`config.mk`:
```
export PLATFORM = sky130hd
export DESIGN_NAME = flag_unit
export DESIGN_NICKNAME = d
export VERILOG_FILES = /design/src/rtl/flag_unit_pkg.sv /design/src/rtl/flag_unit_stack.sv /design/src/rtl/flag_unit.sv
export SDC_FILE = /design/constraint.sdc
export NUM_CORES = 1
export LEC_CHECK = 0
export ABC_AREA = 1
export CAP_MARGIN = 20
export CELL_PAD_IN_SITES_DETAIL_PLACEMENT = 0
export CELL_PAD_IN_SITES_GLOBAL_PLACEMENT = 1
export CORE_AREA = 2 2 52 91
export CTS_CLUSTER_DIAMETER = 80
export CTS_CLUSTER_SIZE = 28
export DETAILED_ROUTE_END_ITERATION = 6
export DIE_AREA = 0 0 54 93
export PLACE_DENSITY = 0.93
export REMOVE_ABC_BUFFERS = 1
export SLEW_MARGIN = 20
export SYNTH_ARGS = -nofsm -noshare
export SYNTH_HDL_FRONTEND = slang
export SYNTH_SLANG_ARGS = --single-unit
```
`constraint.sdc`:
```
create_clock -name clk -period 3.55 [get_ports clk]
set_clock_uncertainty 0.1 [all_clocks]
set_input_delay 0.5325 -clock clk [delete_from_list [all_inputs] [get_ports clk]]
set_output_delay 0.5325 -clock clk [all_outputs]
set_load 0.05 [all_outputs]
```
`src/rtl/flag_unit_pkg.sv`:
```
// flag_unit_pkg
// Shared definitions for the status-flag interface between flag_unit and
// the controller that consumes it.
//   - FLAG_* : 2-bit per-flag update controls
//   - COND_* : 4-bit branch condition selectors
//   - flags_t: packed {z,s,c,v} flag vector
//   - next_flag(): applies one 2-bit control to one flag
package flag_unit_pkg;

  localparam logic [1:0] FLAG_FORCE0 = 2'b00;
  localparam logic [1:0] FLAG_FORCE1 = 2'b01;
  localparam logic [1:0] FLAG_UPDATE = 2'b10;
  localparam logic [1:0] FLAG_KEEP   = 2'b11;

  localparam logic [3:0] COND_Z      = 4'h0;  // Z
  localparam logic [3:0] COND_C      = 4'h1;  // C
  localparam logic [3:0] COND_ZC     = 4'h2;  // Z & C
  localparam logic [3:0] COND_ZNEV   = 4'h3;  // Z != V
  localparam logic [3:0] COND_GT     = 4'h4;  // !Z & (S == V)
  localparam logic [3:0] COND_ALWAYS = 4'h5;  // 1; all higher codes are 0

  typedef struct packed {
    logic z;
    logic s;
    logic c;
    logic v;
  } flags_t;

  function automatic logic next_flag(input logic [1:0] ctrl,
                                     input logic       cur,
                                     input logic       cand);
    logic r;
    case (ctrl)
      FLAG_FORCE0: r = 1'b0;
      FLAG_FORCE1: r = 1'b1;
      FLAG_UPDATE: r = cand;
      default:     r = cur;
    endcase
    return r;
  endfunction

endpackage

```
`src/rtl/flag_unit_stack.sv`:
```
// flag_stack
// LIFO of 4-bit flag vectors used to save/restore flags across call/return.
// Ports:
//   clk, rst          clock, synchronous active-high reset
//   i_push, i_pop     already-qualified push / pop requests
//   i_din             flags to save
//   o_dout            flags at the stack top (valid when not empty)
//   o_full, o_empty   occupancy
//   o_err             sticky misuse flag (overflow, underflow, push+pop)
//   o_pop_ok          a legal pop happens this cycle
module flag_stack #(
  parameter int DEPTH = 4
) (
  input  logic       clk,
  input  logic       rst,
  input  logic       i_push,
  input  logic       i_pop,
  input  logic [3:0] i_din,
  output logic [3:0] o_dout,
  output logic       o_full,
  output logic       o_empty,
  output logic       o_err,
  output logic       o_pop_ok
);

  localparam int IW = $clog2(DEPTH);
  localparam int PW = IW + 1;

  // Pointer counts 0..DEPTH without wrapping, so it needs one extra bit.
  logic [PW-1:0] r_ptr;
  logic [3:0]    r_mem [DEPTH];
  logic          r_err;

  logic          w_push_ok;
  logic          w_misuse;
  logic [IW-1:0] w_top_idx;

  assign o_full    = (r_ptr == PW'(DEPTH));
  assign o_empty   = (r_ptr == '0);
  assign w_push_ok = i_push & ~i_pop & ~o_full;
  assign o_pop_ok  = i_pop & ~i_push & ~o_empty;
  assign w_misuse  = (i_push & i_pop) | (i_push & o_full) | (i_pop & o_empty);

  // Top entry sits at ptr-1; DEPTH is a power of two so ptr==DEPTH maps
  // onto the last slot through the truncated low bits.
  assign w_top_idx = r_ptr[IW-1:0] - IW'(1);
  assign o_dout    = r_mem[w_top_idx];
  assign o_err     = r_err;

  always_ff @(posedge clk) begin
    if (rst) begin
      r_ptr <= '0;
      r_err <= 1'b0;
    end else begin
      if (w_push_ok)     r_ptr <= r_ptr + PW'(1);
      else if (o_pop_ok) r_ptr <= r_ptr - PW'(1);
      if (w_misuse)      r_err <= 1'b1;
    end
  end

  // Contents need no reset; only the pointer defines what is valid.
  always_ff @(posedge clk) begin
    if (!rst && w_push_ok) r_mem[r_ptr[IW-1:0]] <= i_din;
  end

endmodule

```
`src/rtl/flag_unit.sv`:
```
// flag_unit
// Status-flag register (Z,S,C,V), branch-condition evaluator, flag
// save/restore stack and single-step halt latch.
// Ports:
//   clk, rst                       clock, synchronous active-high reset
//   instr_valid                    qualifies every update
//   zf/sf/cf/of_ctrl               per-flag 2-bit update control
//   alu_result/carry/overflow      candidate flag sources
//   cond_code -> cond_taken        combinational condition decode
//   flag_push, flag_pop            save / restore flags
//   halt_req, resume               halt latch controls
//   zero/sign/carry/overflow_flag  registered flags
//   stack_empty/full/err, halted   status
module flag_unit
  import flag_unit_pkg::*;
#(
  parameter int DATA_W      = 8,
  parameter int STACK_DEPTH = 4
) (
  input  logic              clk,
  input  logic              rst,
  input  logic              instr_valid,
  input  logic [1:0]        zf_ctrl,
  input  logic [1:0]        sf_ctrl,
  input  logic [1:0]        cf_ctrl,
  input  logic [1:0]        of_ctrl,
  input  logic [DATA_W-1:0] alu_result,
  input  logic              alu_carry,
  input  logic              alu_overflow,
  input  logic [3:0]        cond_code,
  input  logic              flag_push,
  input  logic              flag_pop,
  input  logic              halt_req,
  input  logic              resume,
  output logic              zero_flag,
  output logic              sign_flag,
  output logic              carry_flag,
  output logic              overflow_flag,
  output logic              cond_taken,
  output logic              stack_empty,
  output logic              stack_full,
  output logic              stack_err,
  output logic              halted
);

  flags_t     r_flags;
  logic       r_halted;

  logic       w_en;
  flags_t     w_upd;
  flags_t     w_next;
  logic [3:0] w_stack_dout;
  logic       w_pop_ok;

  // Halted suppresses everything an instruction would do.
  assign w_en = instr_valid & ~r_halted;

  flag_stack #(.DEPTH(STACK_DEPTH)) u_stack (
    .clk      (clk),
    .rst      (rst),
    .i_push   (w_en & flag_push),
    .i_pop    (w_en & flag_pop),
    .i_din    (r_flags),
    .o_dout   (w_stack_dout),
    .o_full   (stack_full),
    .o_empty  (stack_empty),
    .o_err    (stack_err),
    .o_pop_ok (w_pop_ok)
  );

  always_comb begin
    w_upd   = r_flags;
    w_upd.z = next_flag(zf_ctrl, r_flags.z, (alu_result == '0));
    w_upd.s = next_flag(sf_ctrl, r_flags.s, alu_result[DATA_W-1]);
    w_upd.c = next_flag(cf_ctrl, r_flags.c, alu_carry);
    w_upd.v = next_flag(of_ctrl, r_flags.v, alu_overflow);
  end

  // A legal pop overrides all ctrl fields; a failed pop falls back to ctrl.
  assign w_next = w_pop_ok ? flags_t'(w_stack_dout) : w_upd;

  always_ff @(posedge clk) begin
    if (rst)       r_flags <= '0;
    else if (w_en) r_flags <= w_next;
  end

  // halt_req held alongside resume keeps the unit halted.
  always_ff @(posedge clk) begin
    if (rst)                             r_halted <= 1'b0;
    else if (r_halted)                   r_halted <= ~(resume & ~halt_req);
    else if (instr_valid && halt_req)    r_halted <= 1'b1;
  end

  always_comb begin
    cond_taken = 1'b0;
    case (cond_code)
      COND_Z:      cond_taken = r_flags.z;
      COND_C:      cond_taken = r_flags.c;
      COND_ZC:     cond_taken = r_flags.z & r_flags.c;
      COND_ZNEV:   cond_taken = r_flags.z ^ r_flags.v;
      COND_GT:     cond_taken = ~r_flags.z & ~(r_flags.s ^ r_flags.v);
      COND_ALWAYS: cond_taken = 1'b1;
      default:     cond_taken = 1'b0;
    endcase
  end

  assign zero_flag     = r_flags.z;
  assign sign_flag     = r_flags.s;
  assign carry_flag    = r_flags.c;
  assign overflow_flag = r_flags.v;
  assign halted        = r_halted;

endmodule

```
==> results.sh, run 1 <==
export IMPL_wl_per_cell_um=10.8
export IMPL_cts_tree="done"
export IMPL_synth_seq_cells=25
export IMPL_drtPass1Iterations=4
export IMPL_die_h_um=93
export IMPL_rsz0062_at_grt="no"
export IMPL_nNetsFinal=283
export IMPL_fin_crit_sh=0.853
export IMPL_place_ws_ns=0.518
export IMPL_fmax_ghz=0.330
export IMPL_mostFrequentLayoutCell="nand2_1"
export IMPL_power_density_nw_per_um2=328
export IMPL_synth_area_top_cells="edfxtp_1, ha_1, dfxtp_1, nand2_1, inv_1"
export IMPL_start_kind="input pin"
export IMPL_grt_max_degree=16
export IMPL_start_util=0.373
export IMPL_num_fill_cells=430
export IMPL_gr_usage_all_layers=0.138
export IMPL_grt_pass1_vias=1246
export IMPL_rows=32
export IMPL_dpl_cell_area_um2=2030
export IMPL_io_buffers=37
export IMPL_viasPerCell=4.68
export IMPL_synth_largest_area_cell="edfxtp_1"
export IMPL_root_buffer="clkbuf_8"
export IMPL_comb_power_share=0.268
export IMPL_reg2reg_slack_ns=1.18
export IMPL_tns_ns=0
export IMPL_p_sw_mw=0.207
export IMPL_critPathKind="input pin to primary output"
export IMPL_overflow=0
export IMPL_period_needed_ns=3.03
export IMPL_synth_area_um2=1610
export IMPL_crit_path_end_kind="primary output"
export IMPL_cts_setup_buffers=0
export IMPL_fin_ws_ns=0.522
export IMPL_path_clk_slew_ns=0.09
export IMPL_p_seq_frac=0.488
export IMPL_cts_resized=0
export IMPL_wl_mm=3.09
export IMPL_cts_made_buffers=3
export IMPL_hp_class="flip-flop to flip-flop"
export IMPL_die_w_um=54
export IMPL_max_slew_margin=0.650
export IMPL_required_ns=2.92
export IMPL_dr_total_vias=1344
export IMPL_drc=0
export IMPL_ant_nets=0
export IMPL_dp_hpwl_mm=2.56
export IMPL_finalPower_mw=0.682
export IMPL_num_antenna_cells=0
export IMPL_final_cell_mix="nand2_1, clkdlybuf4s50_1, inv_1"
export IMPL_syn_to_final_growth_pct=28.9
export IMPL_synth_top_cell_area_share=0.298
export IMPL_seqCellArea_um2=661
export IMPL_cpPeakStageDelay_ns=0.80
export IMPL_gp_congestion=0.835
export IMPL_antenna_found_initial=0
export IMPL_cellLeakagePower_nw=0.909
export IMPL_multiInputGateArea_um2=798
export IMPL_drv_slew=0
export IMPL_drv_cap=0
export IMPL_cts_hold_buffers=0
export IMPL_clk_latency_ns=0.26
export IMPL_hold_viol_final=0
export IMPL_setup_viol=0
export IMPL_yosysSeqAreaShare=0.409
export IMPL_clock_path_buffers=2
export IMPL_core_um2=4320
export IMPL_cp_arrival_ns=2.40
export IMPL_syn_area_per_cell_um2=8.19
export IMPL_dieArea_um2=5020
export IMPL_p_sw_frac=0.304
export IMPL_cp_cell_sequence="clkdlybuf4s50_1 -> nor2_1 -> nand3_1 -> o21ai_0 -> inv_1 -> nand3_1 -> clkdlybuf4s50_1"
export IMPL_yosysWarnings=0
export IMPL_first_iter_violations=31
export IMPL_cts_num_sinks=25
export IMPL_drive_gt1_frac=0.0636
export IMPL_h_tree_depth=1
export IMPL_slowest_stage="clkdlybuf4s50_1"
export IMPL_worstPathMaxFanout=4
export IMPL_p_int_mw=0.475
export IMPL_stdcell_area_um2=2080
export IMPL_grt_pass1_wl_mm=5.34
export IMPL_ir_drop_uv=208
export IMPL_synth_cell_types=28
export IMPL_pin_count=38
export IMPL_syn_inst=197
export IMPL_clockPowerShare=0.244
export IMPL_tightest_slew_ns=0.523
export IMPL_outcome="completed"
power by group through the flow:
stage | combinational (mW) | sequential [mW] | clock, mW
2_1_floorplan | 0.0950 | 0.352 | 0
3_3_place_gp | 0.180 | 0.339 | 0
3_5_place_dp | 0.183 | 0.340 | 0
4_1_cts | 0.184 | 0.333 | 0.170
5_1_grt | 0.201 | 0.335 | 0.185
6_report | 0.182 | 0.333 | 0.167
metal layers:
layer | vias to the layer above | part of all wire | routed length, um | track usage
li1 | 719 | - | - | -
met1 | 604 | 0.40 | 1230 | 0.161
met2 | 19 | 0.57 | 1770 | 0.253
met3 | 2 | 0.016 | 48 | 0.00479
met4 | 0 | 0.013 | 40 | 0.0500
met5 | - | 0 | 0 | 0
through the flow:
step,hold slack (ns),utilization,cells
3_5_place_dp,0.365,0.470,283
6_report,0.377,0.481,287
4_1_cts,0.378,0.481,287
3_3_place_gp,0.359,0.470,283
5_1_grt,0.399,0.481,287
2_1_floorplan,0.396,-,195
worst max-delay path, delay by kind of cell:
kind / cells / cell delay, ns
buffers and inverters: 3 / 1.29
and+or+nand+nor: 3 / 0.41
AOI/OAI and AO/OA: 1 / 0.16
layout make-up:
class	count	share of cell area
flip-flops and latches	25	0.317
multi-input cells	133	0.384
inverters	37	0.0667
clock buffers	3	0.0198
clock inverters	1	0.00361
repair buffers	37	0.178
well taps	51	0.0307
flip-flops by register name, summed over array words and instances, names as in the netlist:
signal,cells
sign_flag,1
u_stack.r_mem,16
zero_flag,1
carry_flag,1
u_stack.o_err,1
u_stack.r_ptr,3
halted,1
overflow_flag,1
path summary, 6_finish.rpt:
kind / from / end / cells after the start
hold / removal: u_stack.o_err / u_stack.o_err / 2
hold reg to reg: u_stack.o_err / u_stack.o_err / 2
setup reg to reg: u_stack.r_ptr[0] / u_stack.r_mem[3][0] / 6
setup / recovery: cond_code[3] / cond_taken / 7
cell families (layout without fill, tap and decap cells):
group / Yosys count / count (layout) / share of synthesized area
xor+xnor: 3 / 3 / 0.0163
fa+ha+maj: 17 / 17 / 0.132
flops: 25 / 25 / 0.409
buf+inv: 39 / 78 / 0.0961
compound gates: 21 / 21 / 0.0760
simple gates: 92 / 92 / 0.271
synthesized netlist by cell type:
master,instances
a31oi_1,1
o21ai_0,1
xnor2_1,1
edfxtp_1,16
nor3_1,3
or2_4,1
nand4_1,1
dfxtp_1,9
xor2_1,2
nor2_2,4
buf_2,1
nand3_1,18
buf_6,1
a21oi_2,1
o31ai_1,3
nor4_1,1
nand4_4,2
inv_1,35
and3_1,1
a21oi_1,10
nand2_1,45
ha_1,17
o21ai_1,3
nor2_4,1
inv_2,2
o211ai_1,1
a211oi_1,1
nor2_1,15
Power figures use the tool's default switching activity.
==> run 2, diff against run 1 <==
CELL_PAD_IN_SITES_DETAIL_PLACEMENT = 1   (was 0)
CELL_PAD_IN_SITES_GLOBAL_PLACEMENT = 2   (was 1)
CORE_AREA = 2 2 58 101   (was 2 2 52 91)
DIE_AREA = 0 0 60 103   (was 0 0 54 93)
PLACE_DENSITY = not set   (was 0.93)
PLACE_DENSITY_LB_ADDON = 0.1   (was not set)
==> run 2 against run 1 <==
Effect of this change: global-route usage grew 0.055 points; sequential share of layout area decreased by 0.43 points; maximum frequency is 5.0% lower; first-iteration DRC count fell by 77%; worst hold slack better by 0.038 ns; count of clock-buffer cells in the layout unchanged; combinational power is 2% higher; die area is 23% higher; critical path type unchanged.
==> results.sh, run 2 (synthesis results as in run 1) <==
export IMPL_clk_latency_ns=0.27
export IMPL_wl_per_cell_um=12.5
export IMPL_core_um2=5450
export IMPL_rows=36
export IMPL_cts_made_buffers=3
export IMPL_nNetsFinal=283
export IMPL_drive_gt1_frac=0.0636
export IMPL_crit_path_end_kind="primary output"
export IMPL_cellLeakagePower_nw=0.913
export IMPL_tns_ns=0
export IMPL_clockPowerShare=0.244
export IMPL_die_w_um=60
export IMPL_r2r_cells=12
export IMPL_place_ws_ns=0.397
export IMPL_grt_pass1_vias=1505
export IMPL_drv_cap=0
export IMPL_cts_hold_buffers=0
export IMPL_antenna_found_initial=0
export IMPL_dr_total_vias=1415
export IMPL_cts_setup_buffers=0
export IMPL_fmax_ghz=0.314
export IMPL_r2r_end="u_stack.r_ptr[2]"
export IMPL_cts_resized=0
export IMPL_critPathKind="input pin to primary output"
export IMPL_stdcell_area_um2=2110
export IMPL_period_needed_ns=3.19
export IMPL_grt_pass1_wl_mm=6.47
export IMPL_power_density_nw_per_um2=326
export IMPL_dp_hpwl_mm=3.38
export IMPL_hold_viol_final=0
export IMPL_num_fill_cells=658
export IMPL_h_tree_depth=1
export IMPL_cts_num_sinks=25
export IMPL_wl_mm=3.91
export IMPL_overflow=0
export IMPL_finalPower_mw=0.687
export IMPL_max_slew_margin=0.656
export IMPL_ant_nets=0
export IMPL_num_antenna_cells=0
export IMPL_r2r_start="u_stack.r_ptr[0]"
export IMPL_layoutNonFillerInstCount=312
export IMPL_worstPathMaxFanout=4
export IMPL_gr_usage_all_layers=0.138
export IMPL_grt_max_degree=15
export IMPL_setup_viol=0
export IMPL_hp_class="flip-flop to flip-flop"
export IMPL_dpl_cell_area_um2=2060
export IMPL_p_int_mw=0.474
export IMPL_die_h_um=103
export IMPL_clock_path_buffers=2
export IMPL_cts_tree="done"
export IMPL_start_kind="input pin"
export IMPL_dieArea_um2=6180
export IMPL_syn_to_final_growth_pct=30.7
export IMPL_crit_path_end="cond_taken"
export IMPL_min_from="u_stack.o_err"
export IMPL_drv_slew=0
export IMPL_outcome="completed"
export IMPL_pin_count=38
export IMPL_fin_crit_sh=0.898
export IMPL_first_iter_violations=7
export IMPL_path_clk_slew_ns=0.09
export IMPL_p_sw_frac=0.310
export IMPL_tightest_slew_ns=0.516
export IMPL_start_util=0.296
export IMPL_drc=0
export IMPL_mostFrequentLayoutCell="nand2_1"
export IMPL_final_cell_mix="nand2_1, clkdlybuf4s50_1, inv_1"
export IMPL_fin_ws_ns=0.361
export IMPL_reg2reg_slack_ns=1.12
export IMPL_cp_arrival_ns=2.56
export IMPL_viasPerCell=4.54
export IMPL_gp_congestion=0.860
export IMPL_largest_reg_flops=16
export IMPL_p_sw_mw=0.213
export IMPL_io_buffers=37
export IMPL_p_seq_frac=0.485
export IMPL_required_ns=2.92
export IMPL_numPlacedInstances=308
export IMPL_comb_power_share=0.271
export IMPL_root_buffer="clkbuf_8"
export IMPL_drtPass1Iterations=4
export IMPL_ir_drop_uv=112
export IMPL_rsz0062_at_grt="no"
export IMPL_cp_startpoint="cond_code[3]"
==> run 2: cell count changes in the layout (fill, tap and decap cells not counted), sizes merged <==
cell,previous run,this run
clkinv,0,1
clkinvlp,1,0
==> run 2: stage by stage <==
| step | hold WS, ns | util |
|---|---|---|
| floorplan | 0.396 | - |
| global placement | 0.362 | 0.379 |
| CTS | 0.424 | 0.387 |
| detailed placement | 0.409 | 0.379 |
| finish | 0.415 | 0.387 |
| global route | 0.463 | 0.387 |
==> run 2: worst min path at each step <==
stage,to,slack [ns],cells past startpoint
finish,u_stack.o_err,0.41,2
global route,u_stack.o_err,0.46,2
CTS,u_stack.o_err,0.42,2
detailed placement,u_stack.o_err,0.41,2
global placement,u_stack.o_err,0.36,2
floorplan,u_stack.r_ptr[2],0.40,2
==> run 2: layout make-up <==
cell class / count / area [um2] / share of cell area
Clock buffer: 3 / 41.3 / 0.0196
Inverter: 37 / 139 / 0.0658
Clock inverter: 1 / 5.00 / 0.00237
Tap cell: 76 / 95.1 / 0.0451
Sequential cell: 25 / 661 / 0.313
Multi-Input combinational cell: 133 / 798 / 0.378
Timing Repair Buffer: 37 / 370 / 0.176
==> run 2: critical path, cell delays in order <==
cell and delay (ns):
clkdlybuf4s50_1 0.45, nor2_1 0.25, nand3_1 0.11, nor3_1 0.24
nor2_1 0.08, nand3_1 0.09, clkdlybuf4s50_1 0.80
==> run 2: power groups by stage <==
stage          Sequential [mW]  Clock, mW  Combinational, mW
2_1_floorplan            0.352          0             0.0950
3_3_place_gp             0.339          0              0.182
3_5_place_dp             0.341          0              0.189
4_1_cts                  0.334      0.177              0.190
5_1_grt                  0.336      0.190              0.207
6_report                 0.333      0.168              0.186
==> run 2: layer usage <==
layer / global-route usage / share of wire / up-vias / routed length [um]
li1: - / - / 711 / -
met2: 0.276 / 0.60 / 26 / 2340
met3: 0.0188 / 0.027 / 7 / 104
met1: 0.138 / 0.36 / 671 / 1400
met5: 0 / 0 / - / 0
met4: 0.0462 / 0.018 / 0 / 69
